**config.mk**
```make
export PLATFORM = sky130hd
export DESIGN_NAME = mem_arbiter_flat
export DESIGN_NICKNAME = d
export VERILOG_FILES = /design/src/rtl/mem_pkg.sv /design/src/rtl/mem_arbiter_if.sv /design/src/rtl/mem_sync2.sv /design/src/rtl/mem_arbiter.sv /design/src/flat_wrapper.sv
export SDC_FILE = /design/constraint.sdc
export NUM_CORES = 1
export LEC_CHECK = 0
export ABC_AREA = 1
export CORE_MARGIN = 10
export CORE_UTILIZATION = 55
export DETAILED_ROUTE_END_ITERATION = 10
export DONT_BUFFER_PORTS = 1
export GPL_TIMING_DRIVEN = 0
export MAX_ROUTING_LAYER = met4
export PLACE_DENSITY = 0.75
export SYNTH_ARGS = -nofsm -noshare
export SYNTH_HDL_FRONTEND = slang
export SYNTH_SLANG_ARGS = --single-unit
export TNS_END_PERCENT = 10
```
**constraint.sdc**
```tcl
create_clock -name CLK -period 1.1 [get_ports CLK]
set_input_delay 0.11 -clock CLK [delete_from_list [all_inputs] [get_ports CLK]]
set_output_delay 0.11 -clock CLK [all_outputs]
set_load 0.05 [all_outputs]
```
**src/rtl/mem_pkg.sv**
```systemverilog
// mem_pkg: shared types and default widths for the two-port RAM arbiter.
package mem_pkg;

    localparam int unsigned AW_DEFAULT = 8;
    localparam int unsigned DW_DEFAULT = 8;

    // Sequencer states: arbitrate, hold the access, wait for MFC to drop.
    typedef enum logic [1:0] {
        IDLE    = 2'd0,
        ACCESS  = 2'd1,
        RELEASE = 2'd2
    } state_e;

    // Which requester currently owns (or last owned) the RAM port.
    typedef enum logic {
        OWN_FETCH = 1'b0,
        OWN_DATA  = 1'b1
    } owner_e;

endpackage

```
**src/rtl/mem_arbiter_if.sv**
```systemverilog
// mem_arbiter_if: fetch/data requester handshakes plus the shared RAM port.
// The slave modport is the arbiter's view; master is the requesters + RAM side.
interface mem_arbiter_if #(
    parameter int unsigned AW = mem_pkg::AW_DEFAULT,
    parameter int unsigned DW = mem_pkg::DW_DEFAULT
);

    // Fetch requester (read only)
    logic          f_req;
    logic [AW-1:0] f_addr;
    logic          f_ack;
    logic [DW-1:0] f_rdata;

    // Data requester (load/store)
    logic          d_req;
    logic          d_rnw;
    logic [AW-1:0] d_addr;
    logic [DW-1:0] d_wdata;
    logic          d_ack;
    logic [DW-1:0] d_rdata;

    // RAM port
    logic [AW-1:0] MAR;
    logic          enable;
    logic          rnw;
    logic [DW-1:0] bus;
    logic [DW-1:0] MBR;
    logic          MFC;

    logic          err;

    modport slave (
        input  f_req, f_addr, d_req, d_rnw, d_addr, d_wdata, MBR, MFC,
        output f_ack, f_rdata, d_ack, d_rdata, MAR, enable, rnw, bus, err
    );

    modport master (
        output f_req, f_addr, d_req, d_rnw, d_addr, d_wdata, MBR, MFC,
        input  f_ack, f_rdata, d_ack, d_rdata, MAR, enable, rnw, bus, err
    );

endinterface

```
**src/rtl/mem_sync2.sv**
```systemverilog
// mem_sync2: two-flop synchronizer bringing the RAM's MFC into the CLK domain.
module mem_sync2 (
    input  logic CLK,
    input  logic RST,
    input  logic d_i,
    output logic q_o
);

    logic meta_q;
    logic sync_q;

    // Two-stage shift; both stages clear on reset.
    always_ff @(posedge CLK) begin
        if (RST) begin
            meta_q <= 1'b0;
            sync_q <= 1'b0;
        end else begin
            meta_q <= d_i;
            sync_q <= meta_q;
        end
    end

    assign q_o = sync_q;

endmodule

```
**src/rtl/mem_arbiter.sv**
```systemverilog
// mem_arbiter: round-robin arbiter/sequencer sharing one RAM port between the
// instruction-fetch and data requesters.
// Optional feature macro: MEM_ARB_TIMEOUT_EN (abort an ACCESS after TIMEOUT
// cycles without MFC, signalled by err alongside the owner's ack).
module mem_arbiter
    import mem_pkg::*;
#(
    parameter int unsigned AW      = AW_DEFAULT,
    parameter int unsigned DW      = DW_DEFAULT,
    parameter int unsigned TIMEOUT = 16
) (
    input  logic         CLK,
    input  logic         RST,
    mem_arbiter_if.slave arb_if
);

    logic mfc_s;

    state_e        state_q,   state_d;
    owner_e        owner_q,   owner_d;
    owner_e        last_q,    last_d;
    owner_e        winner;
    logic [AW-1:0] mar_q,     mar_d;
    logic          rnw_q,     rnw_d;
    logic [DW-1:0] bus_q,     bus_d;
    logic          enable_q,  enable_d;
    logic          f_ack_q,   f_ack_d;
    logic          d_ack_q,   d_ack_d;
    logic [DW-1:0] f_rdata_q, f_rdata_d;
    logic [DW-1:0] d_rdata_q, d_rdata_d;
    logic          done;

`ifdef MEM_ARB_TIMEOUT_EN
    logic [7:0] cnt_q, cnt_d;
    logic       err_q, err_d;
`else
    logic unused_timeout;
    assign unused_timeout = ^TIMEOUT;
`endif

    mem_sync2 u_sync (
        .CLK (CLK),
        .RST (RST),
        .d_i (arb_if.MFC),
        .q_o (mfc_s)
    );

    // Round-robin pick: on a tie, the requester not granted last time wins.
    always_comb begin
        if (arb_if.f_req && arb_if.d_req) begin
            winner = (last_q == OWN_DATA) ? OWN_FETCH : OWN_DATA;
        end else if (arb_if.f_req) begin
            winner = OWN_FETCH;
        end else begin
            winner = OWN_DATA;
        end
    end

    // Next-state and registered-output logic for the IDLE/ACCESS/RELEASE sequencer.
    always_comb begin
        state_d   = state_q;
        owner_d   = owner_q;
        last_d    = last_q;
        mar_d     = mar_q;
        rnw_d     = rnw_q;
        bus_d     = bus_q;
        enable_d  = enable_q;
        f_ack_d   = 1'b0;
        d_ack_d   = 1'b0;
        f_rdata_d = f_rdata_q;
        d_rdata_d = d_rdata_q;
        done      = 1'b0;
`ifdef MEM_ARB_TIMEOUT_EN
        cnt_d     = cnt_q;
        err_d     = 1'b0;
`endif
        unique case (state_q)
            IDLE: begin
                // A high mfc_s means the RAM has not yet released; grant nothing.
                if (!mfc_s && (arb_if.f_req || arb_if.d_req)) begin
                    owner_d  = winner;
                    enable_d = 1'b1;
                    state_d  = ACCESS;
`ifdef MEM_ARB_TIMEOUT_EN
                    cnt_d    = '0;
`endif
                    if (winner == OWN_FETCH) begin
                        mar_d = arb_if.f_addr;
                        rnw_d = 1'b1;
                        bus_d = '0;
                    end else begin
                        mar_d = arb_if.d_addr;
                        rnw_d = arb_if.d_rnw;
                        bus_d = arb_if.d_rnw ? '0 : arb_if.d_wdata;
                    end
                end
            end
            ACCESS: begin
`ifdef MEM_ARB_TIMEOUT_EN
                cnt_d = cnt_q + 8'd1;
`endif
                if (mfc_s) begin
                    done = 1'b1;
                    if (rnw_q) begin
                        if (owner_q == OWN_FETCH) begin
                            f_rdata_d = arb_if.MBR;
                        end else begin
                            d_rdata_d = arb_if.MBR;
                        end
                    end
                end
`ifdef MEM_ARB_TIMEOUT_EN
                else if (cnt_q == 8'(TIMEOUT - 1)) begin
                    // Abort: ack the owner with err, rdata left untouched.
                    done  = 1'b1;
                    err_d = 1'b1;
                end
`endif
                if (done) begin
                    f_ack_d  = (owner_q == OWN_FETCH);
                    d_ack_d  = (owner_q == OWN_DATA);
                    enable_d = 1'b0;
                    last_d   = owner_q;
                    state_d  = RELEASE;
                end
            end
            RELEASE: begin
                // Keeps MFC low at the RAM before the next enable rising edge.
                if (!mfc_s) begin
                    state_d = IDLE;
                end
            end
            default: begin
                state_d = IDLE;
            end
        endcase
    end

    // State and output registers with synchronous reset.
    always_ff @(posedge CLK) begin
        if (RST) begin
            state_q   <= IDLE;
            owner_q   <= OWN_FETCH;
            last_q    <= OWN_DATA;
            mar_q     <= '0;
            rnw_q     <= 1'b1;
            bus_q     <= '0;
            enable_q  <= 1'b0;
            f_ack_q   <= 1'b0;
            d_ack_q   <= 1'b0;
            f_rdata_q <= '0;
            d_rdata_q <= '0;
        end else begin
            state_q   <= state_d;
            owner_q   <= owner_d;
            last_q    <= last_d;
            mar_q     <= mar_d;
            rnw_q     <= rnw_d;
            bus_q     <= bus_d;
            enable_q  <= enable_d;
            f_ack_q   <= f_ack_d;
            d_ack_q   <= d_ack_d;
            f_rdata_q <= f_rdata_d;
            d_rdata_q <= d_rdata_d;
        end
    end

`ifdef MEM_ARB_TIMEOUT_EN
    // Access cycle counter and abort flag.
    always_ff @(posedge CLK) begin
        if (RST) begin
            cnt_q <= '0;
            err_q <= 1'b0;
        end else begin
            cnt_q <= cnt_d;
            err_q <= err_d;
        end
    end

    assign arb_if.err = err_q;
`else
    assign arb_if.err = 1'b0;
`endif

    assign arb_if.MAR     = mar_q;
    assign arb_if.rnw     = rnw_q;
    assign arb_if.bus     = bus_q;
    assign arb_if.enable  = enable_q;
    assign arb_if.f_ack   = f_ack_q;
    assign arb_if.d_ack   = d_ack_q;
    assign arb_if.f_rdata = f_rdata_q;
    assign arb_if.d_rdata = d_rdata_q;

endmodule

```
**src/flat_wrapper.sv**
```systemverilog
// flat-port wrapper written by rule: the top's interface ports become plain ports
module mem_arbiter_flat import mem_pkg::*;
#(
    parameter int unsigned AW      = AW_DEFAULT,
    parameter int unsigned DW      = DW_DEFAULT,
    parameter int unsigned TIMEOUT = 16
)
  (CLK, RST, arb_if_f_req, arb_if_f_addr, arb_if_d_req, arb_if_d_rnw, arb_if_d_addr, arb_if_d_wdata, arb_if_MBR, arb_if_MFC, arb_if_f_ack, arb_if_f_rdata, arb_if_d_ack, arb_if_d_rdata, arb_if_MAR, arb_if_enable, arb_if_rnw, arb_if_bus, arb_if_err);
  mem_arbiter_if #(.AW(AW), .DW(DW)) arb_if_i ();
  input  logic CLK;
  input  logic RST;
  input wire logic [$bits(arb_if_i.f_req)-1:0] arb_if_f_req;
  input wire logic [$bits(arb_if_i.f_addr)-1:0] arb_if_f_addr;
  input wire logic [$bits(arb_if_i.d_req)-1:0] arb_if_d_req;
  input wire logic [$bits(arb_if_i.d_rnw)-1:0] arb_if_d_rnw;
  input wire logic [$bits(arb_if_i.d_addr)-1:0] arb_if_d_addr;
  input wire logic [$bits(arb_if_i.d_wdata)-1:0] arb_if_d_wdata;
  input wire logic [$bits(arb_if_i.MBR)-1:0] arb_if_MBR;
  input wire logic [$bits(arb_if_i.MFC)-1:0] arb_if_MFC;
  output wire logic [$bits(arb_if_i.f_ack)-1:0] arb_if_f_ack;
  output wire logic [$bits(arb_if_i.f_rdata)-1:0] arb_if_f_rdata;
  output wire logic [$bits(arb_if_i.d_ack)-1:0] arb_if_d_ack;
  output wire logic [$bits(arb_if_i.d_rdata)-1:0] arb_if_d_rdata;
  output wire logic [$bits(arb_if_i.MAR)-1:0] arb_if_MAR;
  output wire logic [$bits(arb_if_i.enable)-1:0] arb_if_enable;
  output wire logic [$bits(arb_if_i.rnw)-1:0] arb_if_rnw;
  output wire logic [$bits(arb_if_i.bus)-1:0] arb_if_bus;
  output wire logic [$bits(arb_if_i.err)-1:0] arb_if_err;
  assign arb_if_i.f_req = arb_if_f_req;
  assign arb_if_i.f_addr = arb_if_f_addr;
  assign arb_if_i.d_req = arb_if_d_req;
  assign arb_if_i.d_rnw = arb_if_d_rnw;
  assign arb_if_i.d_addr = arb_if_d_addr;
  assign arb_if_i.d_wdata = arb_if_d_wdata;
  assign arb_if_i.MBR = arb_if_MBR;
  assign arb_if_i.MFC = arb_if_MFC;
  assign arb_if_f_ack = arb_if_i.f_ack;
  assign arb_if_f_rdata = arb_if_i.f_rdata;
  assign arb_if_d_ack = arb_if_i.d_ack;
  assign arb_if_d_rdata = arb_if_i.d_rdata;
  assign arb_if_MAR = arb_if_i.MAR;
  assign arb_if_enable = arb_if_i.enable;
  assign arb_if_rnw = arb_if_i.rnw;
  assign arb_if_bus = arb_if_i.bus;
  assign arb_if_err = arb_if_i.err;
  mem_arbiter #(.AW(AW), .DW(DW), .TIMEOUT(TIMEOUT)) u_core (.CLK(CLK), .RST(RST), .arb_if(arb_if_i));
endmodule
```
==> results of run 1 <==
==> registers in the layout, indices dropped and copies added (netlist names) <==
signal                 count
u_core.arb_if.d_ack        1
u_core.arb_if.bus          8
u_core.arb_if.enable       1
u_core.last_q              1
u_core.state_q             2
u_core.u_sync.meta_q       1
u_core.arb_if.f_rdata      8
u_core.arb_if.d_rdata      8
u_core.arb_if.f_ack        1
u_core.arb_if.MAR          8
u_core.u_sync.q_o          1
u_core.arb_if.rnw          1
u_core.owner_q             1
==> logic make-up after synthesis <==
family,share of synthesized area (%)
simple gates,35.0
buf+inv,11.7
flops,45.1
compound gates,7.99
other cells,0.201
==> layout make-up <==
cell class	instances	share of cell area (%)
timing repair buffer	40	15.8
buffer	13	3.87
tap	46	2.28
multi-input combinational	178	34.3
clock buffer	5	1.49
clock inverter	3	1.74
inverter	35	5.21
sequential	42	35.4
==> cells in the final DEF (no fill, tap or decap), drive strengths merged <==
master        n
dfxtp        42
nor2         40
bufinv        1
nand2        86
a21oi        28
inv          34
clkinv        2
clkinvlp      1
dlygate4sd3  31
o21ai         1
clkbuf        8
nor3          1
nand3        21
buf          19
conb          1
==> how the worst min path moves through the flow <==
stage	slack, ns	to	startpoint
after global routing	0.01	u_core.arb_if.MAR[4]	arb_if_d_addr[4]
after detailed placement	0.22	u_core.u_sync.meta_q	arb_if_MFC
final	-0.01	u_core.arb_if.MAR[4]	arb_if_d_addr[4]
after CTS	0.002	u_core.arb_if.MAR[4]	arb_if_d_addr[4]
after floorplan	0.22	u_core.u_sync.meta_q	arb_if_MFC
after global placement	0.22	u_core.u_sync.meta_q	arb_if_MFC
==> layer usage <==
layer	wire length (µm)	vias to the layer above	global-route usage (%)
li1	-	910	-
met5	0	-	-
met1	2180	851	18.8
met3	482	14	7.29
met4	99	0	8.78
met2	2840	89	30.1
==> power by group <==
group	total [mW]	switching [mW]	leakage, nW	internal [mW]
clock	1.02	0.538	0.0417	0.479
sequential	1.89	0.280	0.360	1.61
combinational	0.561	0.309	0.785	0.253
total	3.47	1.13	1.19	2.34
==> metrics by stage <==
stage / instance area, µm² / worst slack, ns / TNS [ns] / total power, mW / hold slack [ns]
after CTS: 2450 / -0.0789 / -1.15 / 3.44 / 0.00200
after detailed placement: 1930 / -0.159 / -2.56 / 2.29 / 0.220
final: 2520 / -0.0547 / -0.473 / 3.47 / -0.0122
after global placement: 1930 / -0.129 / -1.91 / 2.28 / 0.222
after global routing: 2520 / -0.118 / -2.88 / 3.61 / 0.0128
after floorplan: 1870 / -0.0104 / -0.0384 / 2.20 / 0.217
==> worst max-delay path, cell delays in order (launching register included) <==
cell and delay (ns):
sky130_fd_sc_hd__dfxtp_2 0.37, sky130_fd_sc_hd__nor2_4 0.13, sky130_fd_sc_hd__nand2_4 0.09, sky130_fd_sc_hd__nor2_4 0.17, sky130_fd_sc_hd__buf_12 0.15, sky130_fd_sc_hd__nand2_1 0.05
sky130_fd_sc_hd__nand2_1 0.05, sky130_fd_sc_hd__nor2_1 0.04
==> what timing repair did <==
action	4_1_cts	5_1_grt
gates cloned	1	1
buffers inserted	6	1
hold endpoints to repair	32	0
endpoints found under the setup margin	69	36
hold buffers	31	0
pin swaps	7	5
gates resized for setup	46	22
==> parameters.txt, run 1 <==
Parameter                              Value

Outcome
  Outcome ... complete, but fails checks
  Violated checks ... negative hold slack, negative setup slack

Layout
  Share of the core filled with cells in the final layout ... 76.2%
  Count of fill cells added during filler insertion ... 258
  Post-synthesis to final-layout area growth ... 35.4%
  Fraction of final layout cells with drive strength greater than 1 ... 31.0%
  Area occupied by multi-input gates ... 865 µm²
  Ant. Diodes ... 0
  Number of nets in the finished design ... 353
  Area occupied by registers ... 893 µm²
  Non-filler cells, final ... 362

Synthesis
  Post-synthesis sequential area ratio ... 45.1%
  Unique masters post-synth ... 20
  Synth Area per Inst ... 6.96 µm²
  Most numerous cell types in the synthesized netlist ... 83 x sky130_fd_sc_hd__nand2_1, 42 x sky130_fd_sc_hd__dfxtp_1, 32 x sky130_fd_sc_hd__inv_1, 32 x sky130_fd_sc_hd__nor2_1, 28 x sky130_fd_sc_hd__a21oi_1
  Synthesized instance count ... 268
  Largest cells by area after synthesis ... sky130_fd_sc_hd__dfxtp_1 45%, sky130_fd_sc_hd__nand2_1 17%, sky130_fd_sc_hd__a21oi_1 7.5%
  Synth warnings ... 0
  Post-synth net total ... 306
  Number of register bits inferred by synthesis ... 42
  Most frequently used cell type in the post-synthesis netlist ... sky130_fd_sc_hd__nand2_1
  Number of synthesized flops with an enable pin ... 0
  Async SR Flop Fraction ... 0%
  Area of the mapped netlist ... 1860 µm²
  Main flop type after synthesis ... sky130_fd_sc_hd__dfxtp_1
  Area fraction of the dominant cell type after synthesis ... 45.1%
  Most area-hungry cell type in the Yosys netlist ... sky130_fd_sc_hd__dfxtp_1

Global route
  Residual overflow from global routing ... 0
  Antenna violations before repair ... 0
  GRT Util Overall ... 18.3%
  Vias in the first global route ... 1,940
  Pin count of the biggest net entering global routing ... 15
  Global-route wire length before repair ... 8960 µm

Placed design
  Global placer's final weighted congestion ... 0.728
  Number of port buffers ... 0
  Post-DP HPWL ... 3350 µm
  Cell count after placement ... 314

Hold path
  Hold/Removal Path Class ... in2reg
  Worst Hold Depth ... 4

Timing
  RSZ-0062 raised after global routing ... true
  Crit path time final ... 1.15 ns
  Endpoints failing setup ... 17
  Remaining max-slew budget at the tightest pin ... 64.8%
  Smallest setup slack after layout ... -0.0547 ns
  FMAX ... 0.866 GHz
  Smallest hold slack ... -0.0122 ns
  Worst-margin pin slew ... 0.529 ns
  Endpoints failing hold ... 1
  Share of the clock period used by the worst path ... 105%
  Clock tree skew after final layout ... 0.0125 ns
  Final Max Tran Viols ... 0

Floorplanning
  Vert. Die Dim ... 78.2 µm
  Number of standard-cell rows in the floorplan ... 21
  Num ports ... 75
  Horizontal die dimension ... 78.2 µm
  Effective utilization at floorplan ... 56.3%
  DIE AREA ... 6120 µm²
  Area of the core ... 3310 µm²

Drt
  Total iterations of the first detailed-routing run ... 5
  Final WL ... 5610 µm
  Vias per Instance ... 5.15
  Remaining number of nets flagged by the antenna check after routing ... 0
  Number of DRC violations after detailed-routing iteration 0 ... 106
  Vias post-DR ... 1,864
  Drt drc ... 0
  Wire length per cell ... 15.5 µm

Clock network
  H-tree Lvls ... 2
  CTS clk-pin slew, worst paths ... 0.14 ns
  Source-to-sink clock delay at the later pin of the worst-skew pair ... 0.36 ns
  Sinks on the clock net ... 42
  Inserted Clock Buffers ... 5
  CTS root buf ... sky130_fd_sc_hd__clkbuf_4
  CTS tree ... yes
  Clock buffer depth ... 2

Critical path
  Critical register-to-register path startpoint ... u_core.state_q[1]
  Nature of the critical path endpoint ... flop
  Startpoint-to-endpoint class of the critical path ... reg2reg
  CP Launch Point ... u_core.state_q[1]
  Critical path launch point type ... flop
  Critical path data required time ... 1.36 ns
  Endpoint of the worst register-to-register path ... u_core.arb_if.f_rdata[0]
  CP arrival ... 1.42 ns
  FF-to-FF setup slack ... -0.05 ns
  Number of cell instances on the worst register-to-register path ... 7
  CP endpoint ... u_core.arb_if.f_rdata[0]
  Biggest fanout along the worst timing path ... 6

Job
  Number of max-cap violations ... 0

Power and ir drop
  Largest voltage drop on the vdd net ... 1.09 mV
  Reported leakage power ... 1.19 nW
  Power density normalized to cell area ... 1370 nW/µm²
Note: power is estimated with default switching activity, not from simulation.
==> inputs of run 2 (changes only) <==
--- a/config.mk
+++ b/config.mk
@@ -10,6 +10,7 @@
 export CORE_UTILIZATION = 55
 export DETAILED_ROUTE_END_ITERATION = 10
 export DONT_BUFFER_PORTS = 1
+export GPL_ROUTABILITY_DRIVEN = 0
 export GPL_TIMING_DRIVEN = 0
 export MAX_ROUTING_LAYER = met4
 export PLACE_DENSITY = 0.75
==> results of run 2 <==
Final layout, timing and power as in run 1 (identical DEF).
